--- src/rtl/fp_normalize_64_pkg.sv ---
// rtl/fp_normalize_64_pkg.sv - shared FPU constants and unnormalised-operand type
package fp_normalize_64_pkg;

  localparam int MANT64_W = 64;
  localparam int CLZ64_W  = 7;
  localparam int FP_EXP_W = 13;

  typedef struct packed {
    logic                sign;
    logic [FP_EXP_W-1:0] exp;
    logic [MANT64_W-1:0] mant;
  } fp_unnorm_t;

endpackage

--- src/rtl/fp_normalize_64_if.sv ---
// rtl/fp_normalize_64_if.sv - input/output handshake bundle of the normaliser
interface fp_normalize_64_if
  import fp_normalize_64_pkg::*;
#(
  parameter int EXP_W = FP_EXP_W
);

  logic                in_valid;
  logic                in_ready;
  logic                in_sign;
  logic [EXP_W-1:0]    in_exp;
  logic [MANT64_W-1:0] in_mant;

  logic                out_valid;
  logic                out_ready;
  logic                out_sign;
  logic [EXP_W-1:0]    out_exp;
  logic [MANT64_W-1:0] out_mant;
  logic                out_zero;
  logic                out_denorm;

  modport master (
    output in_valid, in_sign, in_exp, in_mant, out_ready,
    input  in_ready, out_valid, out_sign, out_exp, out_mant, out_zero, out_denorm
  );

  modport slave (
    input  in_valid, in_sign, in_exp, in_mant, out_ready,
    output in_ready, out_valid, out_sign, out_exp, out_mant, out_zero, out_denorm
  );

endinterface

--- src/rtl/fp_normalize_64_clz.sv ---
// rtl/fp_normalize_64_clz.sv - 64-bit leading-zero counter, 64 for an all-zero word
module fp_normalize_64_clz
  import fp_normalize_64_pkg::*;
(
  input  logic [MANT64_W-1:0] mant_i,
  output logic [CLZ64_W-1:0]  clz_o
);

  // Scan upward so the highest set bit is the last to write the count.
  always_comb begin
    clz_o = CLZ64_W'(MANT64_W);
    for (int i = 0; i < MANT64_W; i++) begin
      if (mant_i[i]) clz_o = CLZ64_W'(MANT64_W - 1 - i);
    end
  end

endmodule

--- src/rtl/fp_normalize_64.sv ---
// rtl/fp_normalize_64.sv - two-stage significand normaliser with EXP_MIN clamp
module fp_normalize_64
  import fp_normalize_64_pkg::*;
#(
  parameter int EXP_W   = FP_EXP_W,
  parameter int EXP_MIN = -1022
) (
  input logic               clk,
  input logic               reset,
  fp_normalize_64_if.slave  bus
);

  localparam logic signed [EXP_W:0] EXP_MIN_W = (EXP_W+1)'(EXP_MIN);

  logic                    s1_valid_q;
  fp_unnorm_t              s1_q;
  logic [CLZ64_W-1:0]      s1_clz_q;
  logic signed [EXP_W:0]   s1_lim_q;

  logic                    out_valid_q;
  logic                    out_sign_q;
  logic [EXP_W-1:0]        out_exp_q;
  logic [MANT64_W-1:0]     out_mant_q;
  logic                    out_zero_q;
  logic                    out_denorm_q;

  logic                    s1_adv;
  logic                    s2_adv;
  logic [CLZ64_W-1:0]      clz_d;
  logic signed [EXP_W:0]   lim_d;
  logic signed [EXP_W:0]   clz_w;
  logic signed [EXP_W:0]   sh_w;
  logic                    zero_d;
  logic [MANT64_W-1:0]     mant_d;
  logic [EXP_W-1:0]        exp_d;
  logic                    denorm_d;

  assign s2_adv       = !out_valid_q || bus.out_ready;
  assign s1_adv       = !s1_valid_q || s2_adv;
  assign bus.in_ready = s1_adv;

  fp_normalize_64_clz u_clz (
    .mant_i (bus.in_mant),
    .clz_o  (clz_d)
  );

  assign lim_d = $signed({bus.in_exp[EXP_W-1], bus.in_exp}) - EXP_MIN_W;

  always_ff @(posedge clk or posedge reset) begin
    if (reset) begin
      s1_valid_q <= 1'b0;
      s1_q       <= '0;
      s1_clz_q   <= '0;
      s1_lim_q   <= '0;
    end else if (s1_adv) begin
      s1_valid_q <= bus.in_valid;
      if (bus.in_valid) begin
        s1_q     <= '{sign: bus.in_sign, exp: bus.in_exp, mant: bus.in_mant};
        s1_clz_q <= clz_d;
        s1_lim_q <= lim_d;
      end
    end
  end

  assign clz_w = $signed((EXP_W+1)'(s1_clz_q));

  // A negative limit means the input already sits below EXP_MIN: pass it through unshifted.
  always_comb begin
    sh_w = '0;
    if (!s1_lim_q[EXP_W]) sh_w = (clz_w < s1_lim_q) ? clz_w : s1_lim_q;
    zero_d   = (s1_clz_q == CLZ64_W'(MANT64_W));
    mant_d   = s1_q.mant << sh_w[5:0];
    exp_d    = s1_q.exp - sh_w[EXP_W-1:0];
    denorm_d = !zero_d && (sh_w < clz_w);
    if (zero_d) begin
      mant_d   = '0;
      exp_d    = EXP_MIN_W[EXP_W-1:0];
      denorm_d = 1'b0;
    end
  end

  always_ff @(posedge clk or posedge reset) begin
    if (reset) begin
      out_valid_q  <= 1'b0;
      out_sign_q   <= 1'b0;
      out_exp_q    <= '0;
      out_mant_q   <= '0;
      out_zero_q   <= 1'b0;
      out_denorm_q <= 1'b0;
    end else if (s2_adv) begin
      out_valid_q <= s1_valid_q;
      if (s1_valid_q) begin
        out_sign_q   <= s1_q.sign;
        out_exp_q    <= exp_d;
        out_mant_q   <= mant_d;
        out_zero_q   <= zero_d;
        out_denorm_q <= denorm_d;
      end
    end
  end

  assign bus.out_valid  = out_valid_q;
  assign bus.out_sign   = out_sign_q;
  assign bus.out_exp    = out_exp_q;
  assign bus.out_mant   = out_mant_q;
  assign bus.out_zero   = out_zero_q;
  assign bus.out_denorm = out_denorm_q;

endmodule
--- src/flat_wrapper.sv ---
// flat-port wrapper written by rule: the top's interface ports become plain ports
module fp_normalize_64_flat import fp_normalize_64_pkg::*;
#(
  parameter int EXP_W   = FP_EXP_W,
  parameter int EXP_MIN = -1022
)
  (clk, reset, bus_in_valid, bus_in_sign, bus_in_exp, bus_in_mant, bus_out_ready, bus_in_ready, bus_out_valid, bus_out_sign, bus_out_exp, bus_out_mant, bus_out_zero, bus_out_denorm);
  fp_normalize_64_if #(.EXP_W(EXP_W)) bus_i ();
  input logic clk;
  input logic reset;
  input wire logic [$bits(bus_i.in_valid)-1:0] bus_in_valid;
  input wire logic [$bits(bus_i.in_sign)-1:0] bus_in_sign;
  input wire logic [$bits(bus_i.in_exp)-1:0] bus_in_exp;
  input wire logic [$bits(bus_i.in_mant)-1:0] bus_in_mant;
  input wire logic [$bits(bus_i.out_ready)-1:0] bus_out_ready;
  output wire logic [$bits(bus_i.in_ready)-1:0] bus_in_ready;
  output wire logic [$bits(bus_i.out_valid)-1:0] bus_out_valid;
  output wire logic [$bits(bus_i.out_sign)-1:0] bus_out_sign;
  output wire logic [$bits(bus_i.out_exp)-1:0] bus_out_exp;
  output wire logic [$bits(bus_i.out_mant)-1:0] bus_out_mant;
  output wire logic [$bits(bus_i.out_zero)-1:0] bus_out_zero;
  output wire logic [$bits(bus_i.out_denorm)-1:0] bus_out_denorm;
  assign bus_i.in_valid = bus_in_valid;
  assign bus_i.in_sign = bus_in_sign;
  assign bus_i.in_exp = bus_in_exp;
  assign bus_i.in_mant = bus_in_mant;
  assign bus_i.out_ready = bus_out_ready;
  assign bus_in_ready = bus_i.in_ready;
  assign bus_out_valid = bus_i.out_valid;
  assign bus_out_sign = bus_i.out_sign;
  assign bus_out_exp = bus_i.out_exp;
  assign bus_out_mant = bus_i.out_mant;
  assign bus_out_zero = bus_i.out_zero;
  assign bus_out_denorm = bus_i.out_denorm;
  fp_normalize_64 #(.EXP_W(EXP_W), .EXP_MIN(EXP_MIN)) u_core (.clk(clk), .reset(reset), .bus(bus_i));
endmodule
--- config.mk ---
export PLATFORM = sky130hd
export DESIGN_NAME = fp_normalize_64_flat
export DESIGN_NICKNAME = d
export VERILOG_FILES = /design/src/rtl/fp_normalize_64_pkg.sv /design/src/rtl/fp_normalize_64_if.sv /design/src/rtl/fp_normalize_64_clz.sv /design/src/rtl/fp_normalize_64.sv /design/src/flat_wrapper.sv
export SDC_FILE = /design/constraint.sdc
export NUM_CORES = 1
export LEC_CHECK = 0
export ABC_AREA = 1
export CELL_PAD_IN_SITES_DETAIL_PLACEMENT = 1
export CELL_PAD_IN_SITES_GLOBAL_PLACEMENT = 1
export CORE_MARGIN = 4
export CORE_UTILIZATION = 40
export CTS_CLUSTER_DIAMETER = 60
export DETAILED_ROUTE_END_ITERATION = 16
export PLACE_DENSITY_LB_ADDON = 0.08
export RECOVER_POWER = 50
export SLEW_MARGIN = 10
export SYNTH_ARGS = -nofsm -noshare
export SYNTH_HDL_FRONTEND = slang
export SYNTH_SLANG_ARGS = --single-unit
--- constraint.sdc ---
create_clock -name clk -period 14.6 [get_ports clk]
set_clock_uncertainty 0.2 [all_clocks]
set_input_delay 2.19 -clock clk [delete_from_list [all_inputs] [get_ports clk]]
set_output_delay 2.19 -clock clk [all_outputs]
set_load 0.01 [all_outputs]
# After elaboration in Yosys (flattened, before gate mapping)
# Index checks and enable logic that the tools add are counted.
[totals]
reg_bits = 181
input_bits = 82
output_inout_bits = 82
[classes]
n_addsub = 2
magnitude_cmp = 2
eq_ne = 1
n_shift = 1
muxes = 69
reduce_logical = 8
[op_table]
columns = ["op", "n"]
rows = [
  ["7-bit two-way mux", 64],
  ["64-bit two-way mux", 1],
  ["64-bit by 6-bit left shift with 64-bit output", 1],
  ["13-bit two-way mux", 2],
  ["14-bit by 8-bit < comparator with 1-bit output", 1],
  ["8-bit by 14-bit < comparator with 1-bit output", 1],
  ["14-bit two-way mux", 1],
  ["13-bit by 11-bit subtractor with 14-bit output, second input constant", 1],
  ["13-bit subtractor", 1],
  ["7-bit equality test, second input constant", 1],
  ["2-bit AND reduction", 2],
  ["1-bit zero test", 3],
  ["1-bit logical OR", 2],
  ["1-bit logical AND", 1],
  ["1-bit two-way mux", 1],
]

# Longest topological paths before layout
# Gate-level depths: netlist (run 1).
[logic_depth]
ltp_word = 64
depth_mapped = 65
mapped_depth_nobuf = 65

# Cells and area by module
# Synthesis (run 1) repeated with hierarchy kept, for this count alone.
[hier_totals]
hier_cells = 2037
hier_area_um2 = 12988.7
[modules_own_cells]
columns = ["mod", "instances", "cells_per_inst", "area_per_inst_um2"]
rows = [
  ["fp_normalize_64", 1, 1811, 11959.0],
  ["fp_normalize_64_clz", 1, 226, 1029.7],
]

# Least setup slack after synthesis (run 1)
# No wires, ideal clock.
[synth_timing]
path_kind = "input to register"
startpoint = "in bus_in_mant[1]"
endpoint = "reg u_core.s1_clz_q[0]"
setup_time_ps = 116
arrival_ps = 4888
t_required_ps = 14284
setup_slack_ps = 9395
stages = 65
path_buffers = 0
path_cell_list = "inv_1 -> nand2_1 -> nand2_1 -> nand2_1 -> nand2_1 -> nand2_1 -> nand2_1 -> nand2_1 -> nand2_1 -> nand2_1 -> nand2_1 -> nand2_1 -> nand2_1 -> nand2_1 -> nand2_1 -> nand2_1 -> nand2_1 -> nand2_1 -> [29 not listed] -> nand2_1 -> nand2_1 -> nand2_1 -> nand2_1 -> nand2_1 -> nand2_1 -> nand2_1 -> nand2_1 -> nand2_1 -> nand2_1 -> nand2_1 -> nand2_1 -> nand2_1 -> nand2_1 -> nand2_1 -> nand2_1 -> nand2_1 -> nand2_1"
[synth_between]
elab_chain_cells = 63
[synth_lines]
columns = ["element", "line", "rtl"]
rows = [
  ["start, declared", "flat_wrapper.sv:14", "input wire logic [$bits(bus_i.in_mant)-1:0] bus_in_mant;"],
  ["7-bit two-way mux (63 in a row)", "fp_normalize_64_clz.sv:13", "if (mant_i[i]) clz_o = CLZ64_W'(MANT64_W - 1 - i);"],
  ["end signal, assigned", "fp_normalize_64.sv:59", "s1_clz_q <= clz_d;"],
  ["end, declared", "fp_normalize_64.sv:17", "logic [CLZ64_W-1:0] s1_clz_q;"],
]
# No other way between the ends.
# A chain may end at the register's enable or synchronous reset.

==> out/results.ini, run 1 <==
[run_status]
status = complete, but fails checks
violations = max-capacitance violations, max-slew violations

[timing]
max_freq_ghz = 0.140
worst_pin_slew_ns = 3.35
drv_slew = 255
tns_ns = 0
rsz0062_at_grt = false
setup_violations = 0
period_minus_slack_ns = 7.14
hold_violations = 0
relSlewSlack_pct = -124
finalCritPeriodShare_pct = 48.9

[power]
ir_drop_v = 0.0000775
power.leakage_uw = 0.00706
power.net_switching_uw = 1020
p_int_uw = 1270
swShare_pct = 44.4
power_frac_clock_pct = 20.8
seq_power_share_pct = 31.8
p_comb_share_pct = 47.5
powerDensity_nw_per_um2 = 158

[synth]
synth_edf_count = 0
yosys.area_share.xor_xnor_pct = 0.291
synthTopCellsByArea = dfrtp_1 (37%), nand2_1 (19%), o21ai_1 (8.6%)
yosys.area.top_type = dfrtp_1
synth_most_common_cell = nand2_1
yosysWarningCount = 0
synthSimpleGateAreaFrac_pct = 25.1
avgSynthCellArea_sq_um = 6.64
synthCells = 1814
yosysTopAreaCellShare_pct = 37.4
synth-seq-cells = 180
synth_cell_type_count = 36
synth_top_family_by_area = simple AND/OR/NAND/NOR gates
synth-compound-area-share_pct = 21.7
synth_area_sq_um = 12000
synthArstFlopShare_pct = 100
synth_flop_cell = dfrtp_1
ys_top_cells_by_count = nand2_1 (597), inv_1 (241), o21ai_1 (208)
synth_fa_ha_area_share_pct = 2.76
synth.area.mux_share_pct = 0.249
yosysSeqAreaShare_pct = 37.4

[clock_network]
cts.repair.resized = 0
cts_setup_buffers = 0
clockBufferDepth = 2
ctsHoldBuffers = 0
path_clk_slew_ns = 0.07
htreeDepth = 4
cts-buffers-inserted = 17
cts_tree = done
clockRootBuffer = clkbuf_16
cts_sinks = 180
clkLatencyLatePin_ns = 0.45

[setup_path]
cp-end-kind = asynchronous set/reset pin
crit_path_cell_trace = dlygate4sd3_1 > clkinvlp_2 > clkbuf_1 > buf_4
worstSetupStartpointType = input port
cp_max_fo = 67
critPathArrivalTime_ns = 7.39
crit_required_ns = 14.85
cpMaxStageDelayCell = clkbuf_1
critPathKind = input port to asynchronous set/reset pin
critPathMaxStageDelay_ns = 2.05

[placement]
place.gp.congestion = 0.874
dp_cells = 2280
portBuffers = 163
dp_hpwl_microns = 31100

[final_layout]
finalNonFillerCells = 2312
layout-drive-gt1-share_pct = 3.75
area_growth_pct = 20.3
fin_nets = 2017
n_antenna_cell = 0

[flow_run]
drv_cap = 4

[grt]
antenna_found_initial = 0
grt_pass1_wl_microns = 65600
grt_overflow = 0
grt_use_total_pct = 24.4
grt_pass1_vias = 12207
grt_max_degree = 102

[floorplan]
core_area_sq_um = 29600
start_util_pct = 40.6
die_w_microns = 182
io_pins = 164
die_y_microns = 182
die_area_sq_um = 32900
num_rows = 63

[detailed_routing]
ant_nets = 0
wire_per_inst_microns = 17.5
num_vias = 12037
wl_microns = 40400
routed_via_density = 5.21
drt_iter0_drc = 843
drt_pass1_iterations = 5
drc_errors = 0

[min_path]
hp-class = flip-flop to flip-flop

power groups by stage:
stage | clock [uW] | sequential [uW] | combinational (uW)
floorplan | 0 | 768 | 598
global placement | 0 | 737 | 1100
detailed placement | 0 | 742 | 1130
CTS | 486 | 733 | 1130
global route | 506 | 745 | 1210
finish | 475 | 727 | 1090
worst paths after layout:
| kind | slack, ns | to | start | cells after the start |
|---|---|---|---|---|
| max in group clk | 8.30 | u_core.bus.out_exp[12] | bus_out_ready | 8 |
| max | 7.46 | u_core.s1_q[60] | reset | 4 |
| min in group asynchronous | 2.76 | u_core.s1_q[12] | reset | 2 |
| min reg2reg | 0.28 | u_core.bus.out_denorm | u_core.bus.out_denorm | 2 |
| min | 0.28 | u_core.bus.out_denorm | u_core.bus.out_denorm | 2 |
| max reg2reg | 8.91 | u_core.bus.out_exp[12] | u_core.s1_lim_q[5] | 34 |
layer usage:
metal / vias up / GRT usage (%) / share of wire [%]
met5: - / 0 / 0
met4: 0 / 5.61 / 1.8
met3: 42 / 2.54 / 2.6
met2: 180 / 42.1 / 48
met1: 5752 / 33.3 / 47
li1: 6063 / - / -
stage by stage:
stage          util (%)  power [uW]  setup WS, ns  hold WS, ns  area [sq um]
6_report           48.9        2290          7.46        0.277         14500
5_1_grt            48.9        2460          6.37        0.301         14500
4_1_cts            49.0        2350          8.67        0.286         14500
3_5_place_dp       47.0        1870          8.21        0.267         13900
3_3_place_gp       47.0        1840          8.40        0.260         13900
2_1_floorplan         -        1370          7.32        0.250         12100
area by class of cell:
class	count	area [sq um]
Clock buffer	18	429
Clock inverter	14	160
Fill cell	3869	15100
Inverter	268	1120
Multi-Input combinational cell	1265	6060
Sequential cell	180	4500
Tap cell	390	488
Timing Repair Buffer	177	1730
state kept, by name (all words and copies together), names as in the netlist:
signal	cells
u_core.bus.out_mant	64
u_core.s1_valid_q	1
u_core.bus.out_sign	1
u_core.bus.out_denorm	1
u_core.s1_clz_q	7
u_core.bus.out_valid	1
u_core.s1_lim_q	13
u_core.bus.out_exp	13
u_core.s1_q	78
u_core.bus.out_zero	1
layout by cell type, fill, tap and decap left out, drive strengths merged, types with 3 or more instances in the layout:
master	n
nand2	597
o21ai	339
inv	264
dfrtp	180
dlygate4sd3	83
clkdlybuf4s50	80
nor2	76
nand3	65
o211ai	32
ha	25
a21oi	22
a32o	20
clkbuf	20
nor4	16
o221ai	14
a31oi	12
buf	12
nor3	8
o22ai	8
bufinv	8
clkinv	7
o21bai	5
conb	5
nand4	4
xor2	4
mux2i	3
clkinvlp	3
cell families after synthesis:
kind of cell / Yosys count
simple gates: 766
compound gates: 461
buf+inv: 373
flops: 180
fa+ha+maj: 26
xor+xnor: 4
mux: 3
other cells: 1
critical path, delay by kind of cell:
kind                   cells  cell delay [ns]
buffers and inverters      4             5.07
Power figures use the tool's default switching activity.
==> inputs of run 2 (changes only) <==
--- a/config.mk
+++ b/config.mk
@@ -9,7 +9,7 @@
 export CELL_PAD_IN_SITES_DETAIL_PLACEMENT = 1
 export CELL_PAD_IN_SITES_GLOBAL_PLACEMENT = 1
 export CORE_MARGIN = 4
-export CORE_UTILIZATION = 40
+export CORE_UTILIZATION = 36
 export CTS_CLUSTER_DIAMETER = 60
 export DETAILED_ROUTE_END_ITERATION = 16
 export PLACE_DENSITY_LB_ADDON = 0.08
==> constraint.sdc (replaced) <==
create_clock -name clk -period 6.2 [get_ports clk]
set_clock_uncertainty 0.2 [all_clocks]
set_input_delay 0.93 -clock clk [delete_from_list [all_inputs] [get_ports clk]]
set_output_delay 0.93 -clock clk [all_outputs]
set_load 0.01 [all_outputs]
==> run 2 against run 1 <==
The flow still finishes with violations (max-capacitance violations, max-slew violations). Sequential power up 140%. Non-clock buffer count is the same. Via count shrank 1.0%. Combinational power increased by 130%. Routed wire length grew 1.3%. Largest cell class unchanged.
==> out/results.ini, run 2 (synthesis gave the netlist of run 1 again) <==
[grt]
antenna_found_initial = 0
grt_overflow = 0
grt_pass1_vias = 11807
grt_max_degree = 109
busiest_layer = met2
grt_use_total_pct = 22.5
gr-usage-met3_pct = 2.68
grt_pass1_wl_microns = 65300
met2_usage_pct = 36.7
gr-usage-met1_pct = 32.4

[power]
p_comb_share_pct = 47.5
p_total_uw = 5390
seq_power_share_pct = 32.1
power_frac_clock_pct = 20.3
ir_drop_v = 0.000210
power.net_switching_uw = 2380
p_int_uw = 3010
powerDensity_nw_per_um2 = 371
power.leakage_uw = 0.00705
swShare_pct = 44.2

[final_layout]
top_register = u_core.s1_q
layout_common_cells = nand2_1 (597), inv_1 (240), o21ai_1 (208)
area_growth_pct = 20.7
utilization_pct = 44.3
final_common_cell = nand2_1
fin_nets = 2017
multi_input_area_sq_um = 6060
fillCellCount = 4206
layout-drive-gt1-share_pct = 3.80
finalNonFillerCells = 2364
register_area_sq_um = 4500
n_antenna_cell = 0
largest_reg_flops = 78

[timing]
setup_violations = 0
hold_violations = 0
period_minus_slack_ns = 5.11
finalCritPeriodShare_pct = 82.4
relSlewSlack_pct = -145
rsz0062_at_grt = false
max_freq_ghz = 0.196
fin_ws_ns = 1.09
worst_pin_slew_ns = 3.68
tns_ns = 0
drv_slew = 230

[clock_network]
clockRootBuffer = clkbuf_16
htreeDepth = 4
cts.repair.resized = 0
path_clk_slew_ns = 0.08
cts-buffers-inserted = 17
cts_sinks = 180
clockBufferDepth = 2
clkLatencyLatePin_ns = 0.45
cts_setup_buffers = 0
cts_tree = done
ctsHoldBuffers = 0

[floorplan]
die_y_microns = 191
io_pins = 164
die_area_sq_um = 36400
die_w_microns = 191
core_area_sq_um = 32800
num_rows = 66
start_util_pct = 36.7

[detailed_routing]
wl_microns = 40900
num_vias = 11911
drt_pass1_iterations = 5
ant_nets = 0
wire_per_inst_microns = 17.3
drt_iter0_drc = 718
routed_via_density = 5.04
drc_errors = 0

[setup_path]
critPathKind = input port to flip-flop
cpMaxStageDelayCell = clkbuf_1
critPathMaxStageDelay_ns = 2.55
critPathArrivalTime_ns = 5.23
crit_required_ns = 6.33
crit_path_cell_trace = dlygate4sd3_1 > inv_1 > nand2_1 > nand2_1 > clkbuf_1 > inv_1 > o22ai_1 > inv_1
worstSetupStartpointType = input port
r2r.worst_path.cells = 31
cp_max_fo = 79
cp-end-kind = flip-flop
cp_common_cell = inv_1

[placement]
place.gp.congestion = 0.849
portBuffers = 163
dp_hpwl_microns = 31700
pre_cts_ws_ns = 1.12
dp_cells = 2332

[run_status]
status = complete, but fails checks
violations = max-capacitance violations, max-slew violations

[min_path]
hold_path_depth = 2
hp-class = flip-flop to flip-flop

[flow_run]
drv_cap = 3

## run 2: changes by cell type in the layout (fill, tap and decap cells not counted), sizes merged
cell / before / now
clkinvlp: 3 / 1
clkbuf: 20 / 21
inv: 264 / 268
clkinv: 7 / 4
dlygate4sd3: 83 / 76
clkdlybuf4s50: 80 / 87
## run 2: power by group through the flow
stage / Clock, uW / Sequential (uW) / Combinational [uW]
after global routing: 1180 / 1780 / 2870
final: 1100 / 1730 / 2560
after global placement: 0 / 1760 / 2610
after CTS: 1120 / 1740 / 2670
after floorplan: 0 / 1810 / 1410
after detailed placement: 0 / 1770 / 2650
## run 2: layer usage
metal	wire length [microns]	vias to the layer above
li1	-	6059
met1	20100	5608
met2	18700	211
met3	1540	33
met4	537	0
met5	0	-
## run 2: metrics by stage
step           hold slack [ns]  area [sq um]
6_report                 0.280         14500
5_1_grt                  0.309         14500
4_1_cts                  0.291         14600
3_5_place_dp             0.269         14000
3_3_place_gp             0.267         14000
2_1_floorplan            0.250         12100
## run 2: critical path: cells and delay by family
kind	cells	cell delay, ns
AO/OA/AOI/OAI	1	0.36
AND/OR/NAND/NOR	2	0.21
buffers and inverters	5	3.72
## run 2: layout make-up
type | instances | share of cell area, %
Multi-Input combinational cell | 1265 | 41.7
Sequential cell | 180 | 31.0
Timing Repair Buffer | 177 | 11.9
Inverter | 268 | 7.68
Tap cell | 442 | 3.80
Clock buffer | 19 | 3.05
Clock inverter | 13 | 0.878
## run 2: worst paths after layout
| check | from | slack [ns] | to |
|---|---|---|---|
| max in group asynchronous | reset | 1.16 | u_core.s1_q[73] |
| min | u_core.bus.out_mant[32] | 0.28 | u_core.bus.out_mant[32] |
| min in group asynchronous | reset | 2.07 | u_core.s1_q[13] |
| max reg2reg | u_core.s1_lim_q[5] | 1.11 | u_core.bus.out_exp[11] |
| max | bus_out_ready | 1.09 | u_core.bus.out_exp[12] |
| min reg2reg | u_core.bus.out_mant[32] | 0.28 | u_core.bus.out_mant[32] |
==> inputs of run 3 (changes only) <==
--- a/config.mk
+++ b/config.mk
@@ -9,7 +9,7 @@
 export CELL_PAD_IN_SITES_DETAIL_PLACEMENT = 1
 export CELL_PAD_IN_SITES_GLOBAL_PLACEMENT = 1
 export CORE_MARGIN = 4
-export CORE_UTILIZATION = 36
+export CORE_UTILIZATION = 40
 export CTS_CLUSTER_DIAMETER = 60
 export DETAILED_ROUTE_END_ITERATION = 16
 export PLACE_DENSITY_LB_ADDON = 0.08
==> constraint.sdc (replaced) <==
create_clock -name clk -period 5.05 [get_ports clk]
set_clock_uncertainty 0.2 [all_clocks]
set_input_delay 0.7575 -clock clk [delete_from_list [all_inputs] [get_ports clk]]
set_output_delay 0.7575 -clock clk [all_outputs]
set_load 0.01 [all_outputs]
==> run 3 against run 2 <==
First-iteration DRC count increased by 16%. Total power increased by 26%. The run still ends with max-capacitance violations, max-slew violations left. Count of clock-buffer cells in the layout decreased by 2. Clock power increased by 29%. Critical endpoint is now u_core.bus.out_exp[11]. Hold slack improved by 0.0043 ns. Via count increased by 1.2%. Global-route usage increased by 1.8 points.
==> out/results.ini, run 3 (synthesis gave the netlist of run 1 again) <==
[grt]
grt_max_degree = 181
grt_pass1_wl_microns = 65700
grt_overflow = 0
grt_use_total_pct = 24.3
grt_pass1_vias = 12558
antenna_found_initial = 0

[detailed_routing]
wire_per_inst_microns = 17.2
drc_errors = 0
drt_iter0_drc = 832
num_vias = 12049
routed_via_density = 5.20
wl_microns = 39700
drt_pass1_iterations = 6
ant_nets = 0

[timing]
worst_pin_slew_ns = 2.47
tns_ns = 0
relSlewSlack_pct = -64.5
finalCritPeriodShare_pct = 90.2
setup_violations = 0
fin_hold_ws_ns = 0.284
hold_violations = 0
drv_slew = 181
period_minus_slack_ns = 4.56
rsz0062_at_grt = false
max_freq_ghz = 0.219

[flow_run]
drv_cap = 1

[run_status]
violations = max-capacitance violations, max-slew violations
status = complete, but fails checks

[setup_path]
worstSetupStartpointType = flip-flop
cp_common_cell = nor2_1
critPathArrivalTime_ns = 4.73
cpMaxStageDelayCell = ha_1
critPathMaxStageDelay_ns = 0.35
cp-end-kind = flip-flop
critPathKind = flip-flop to flip-flop
worst-path-buf-inv = 6
cp_top_family = compound AO/OA/AOI/OAI gates
cp_max_fo = 10
crit_required_ns = 5.22

[floorplan]
start_util_pct = 40.6
die_y_microns = 182
die_w_microns = 182
num_rows = 63
core_area_sq_um = 29600
io_pins = 164
die_area_sq_um = 32900

[final_layout]
finalInstanceArea_sq_um = 14600
fin_nets = 2022
final_common_cell = nand2_1
top_register = u_core.s1_q
layout-drive-gt1-share_pct = 4.41
layout_common_cells = nand2_1 (595), inv_1 (239), o21ai_1 (208)
n_antenna_cell = 0
finalNonFillerCells = 2317
area_growth_pct = 21.6
largest_reg_flops = 78

[clock_network]
cts_tree = done
clockBufferDepth = 2
ctsHoldBuffers = 0
htreeDepth = 4
clkLatencyLatePin_ns = 0.44
path_clk_slew_ns = 0.08
cts_sinks = 180
clockRootBuffer = clkbuf_16
cts-buffers-inserted = 17

[min_path]
hp-class = flip-flop to flip-flop

[placement]
dp_hpwl_microns = 30700
place.gp.congestion = 0.912
post_dp_cell_area_sq_um = 14000
portBuffers = 163
dp_cells = 2283

[power]
power.leakage_uw = 0.00703
ir_drop_v = 0.000226
p_total_uw = 6790
powerDensity_nw_per_um2 = 463

==> run 3: cell count changes in the layout (fill, tap and decap cells not counted), moves of 2 or more <==
cell,previous run,this run
a21oi_1,22,20
a21oi_2,0,2
buf_12,0,3
buf_4,12,15
clkbuf_1,2,0
clkdlybuf4s50_1,87,149
clkinv_8,1,4
dlygate4sd3_1,76,14
inv_6,6,4
nand2_1,597,595
==> run 3: tightest hold or removal path, cell delays in order (launching register included) <==
cell and delay [ns]:
dfrtp_1 0.35, nand2_1 0.05, nand2_1 0.05
==> run 3: worst paths after layout <==
path | end | slack, ns | start | cells past startpoint
min | u_core.bus.out_mant[46] | 0.28 | u_core.bus.out_mant[46] | 2
min reg2reg | u_core.bus.out_mant[46] | 0.28 | u_core.bus.out_mant[46] | 2
max reg2reg | u_core.bus.out_exp[11] | 0.49 | u_core.s1_lim_q[5] | 31
max | u_core.bus.out_exp[11] | 0.49 | u_core.s1_lim_q[5] | 31
min in group asynchronous | u_core.s1_q[15] | 1.52 | reset | 3
max in group asynchronous | u_core.s1_lim_q[1] | 1.59 | reset | 3
==> run 3: cell type report <==
type                    instances  area (sq um)
clock inverters                15           200
clock buffers                  17           425
repair buffers                182          1810
inverters                     268          1120
multi-input cells            1265          6090
flip-flops and latches        180          4500
fillers                      3894         15000
well taps                     390           488
==> run 3: stage by stage <==
stage	util, %	setup WS, ns
after global routing	49.4	0.00480
after detailed placement	47.2	0.173
after floorplan	-	0.266
after CTS	49.3	0.228
final	49.4	0.494
after global placement	47.2	0.291
==> run 3: metal layers <==
metal / share of wire, % / global-route usage [%]
met1: 47 / 32.8
met3: 2.8 / 2.76
met5: 0 / 0
met2: 48 / 41.9
met4: 2.0 / 5.91
==> run 3: power breakdown <==
part	leakage (uW)	internal [uW]	total, uW	switching, uW
Combinational	0.00449	1270	3250	1970
Clock	0.000305	725	1420	698
Sequential	0.00224	1850	2120	270
==> run 3: timing repair <==
item                       CTS  global route
buffers inserted             0             2
resized for setup            0             4
setup endpoints to repair    0            10
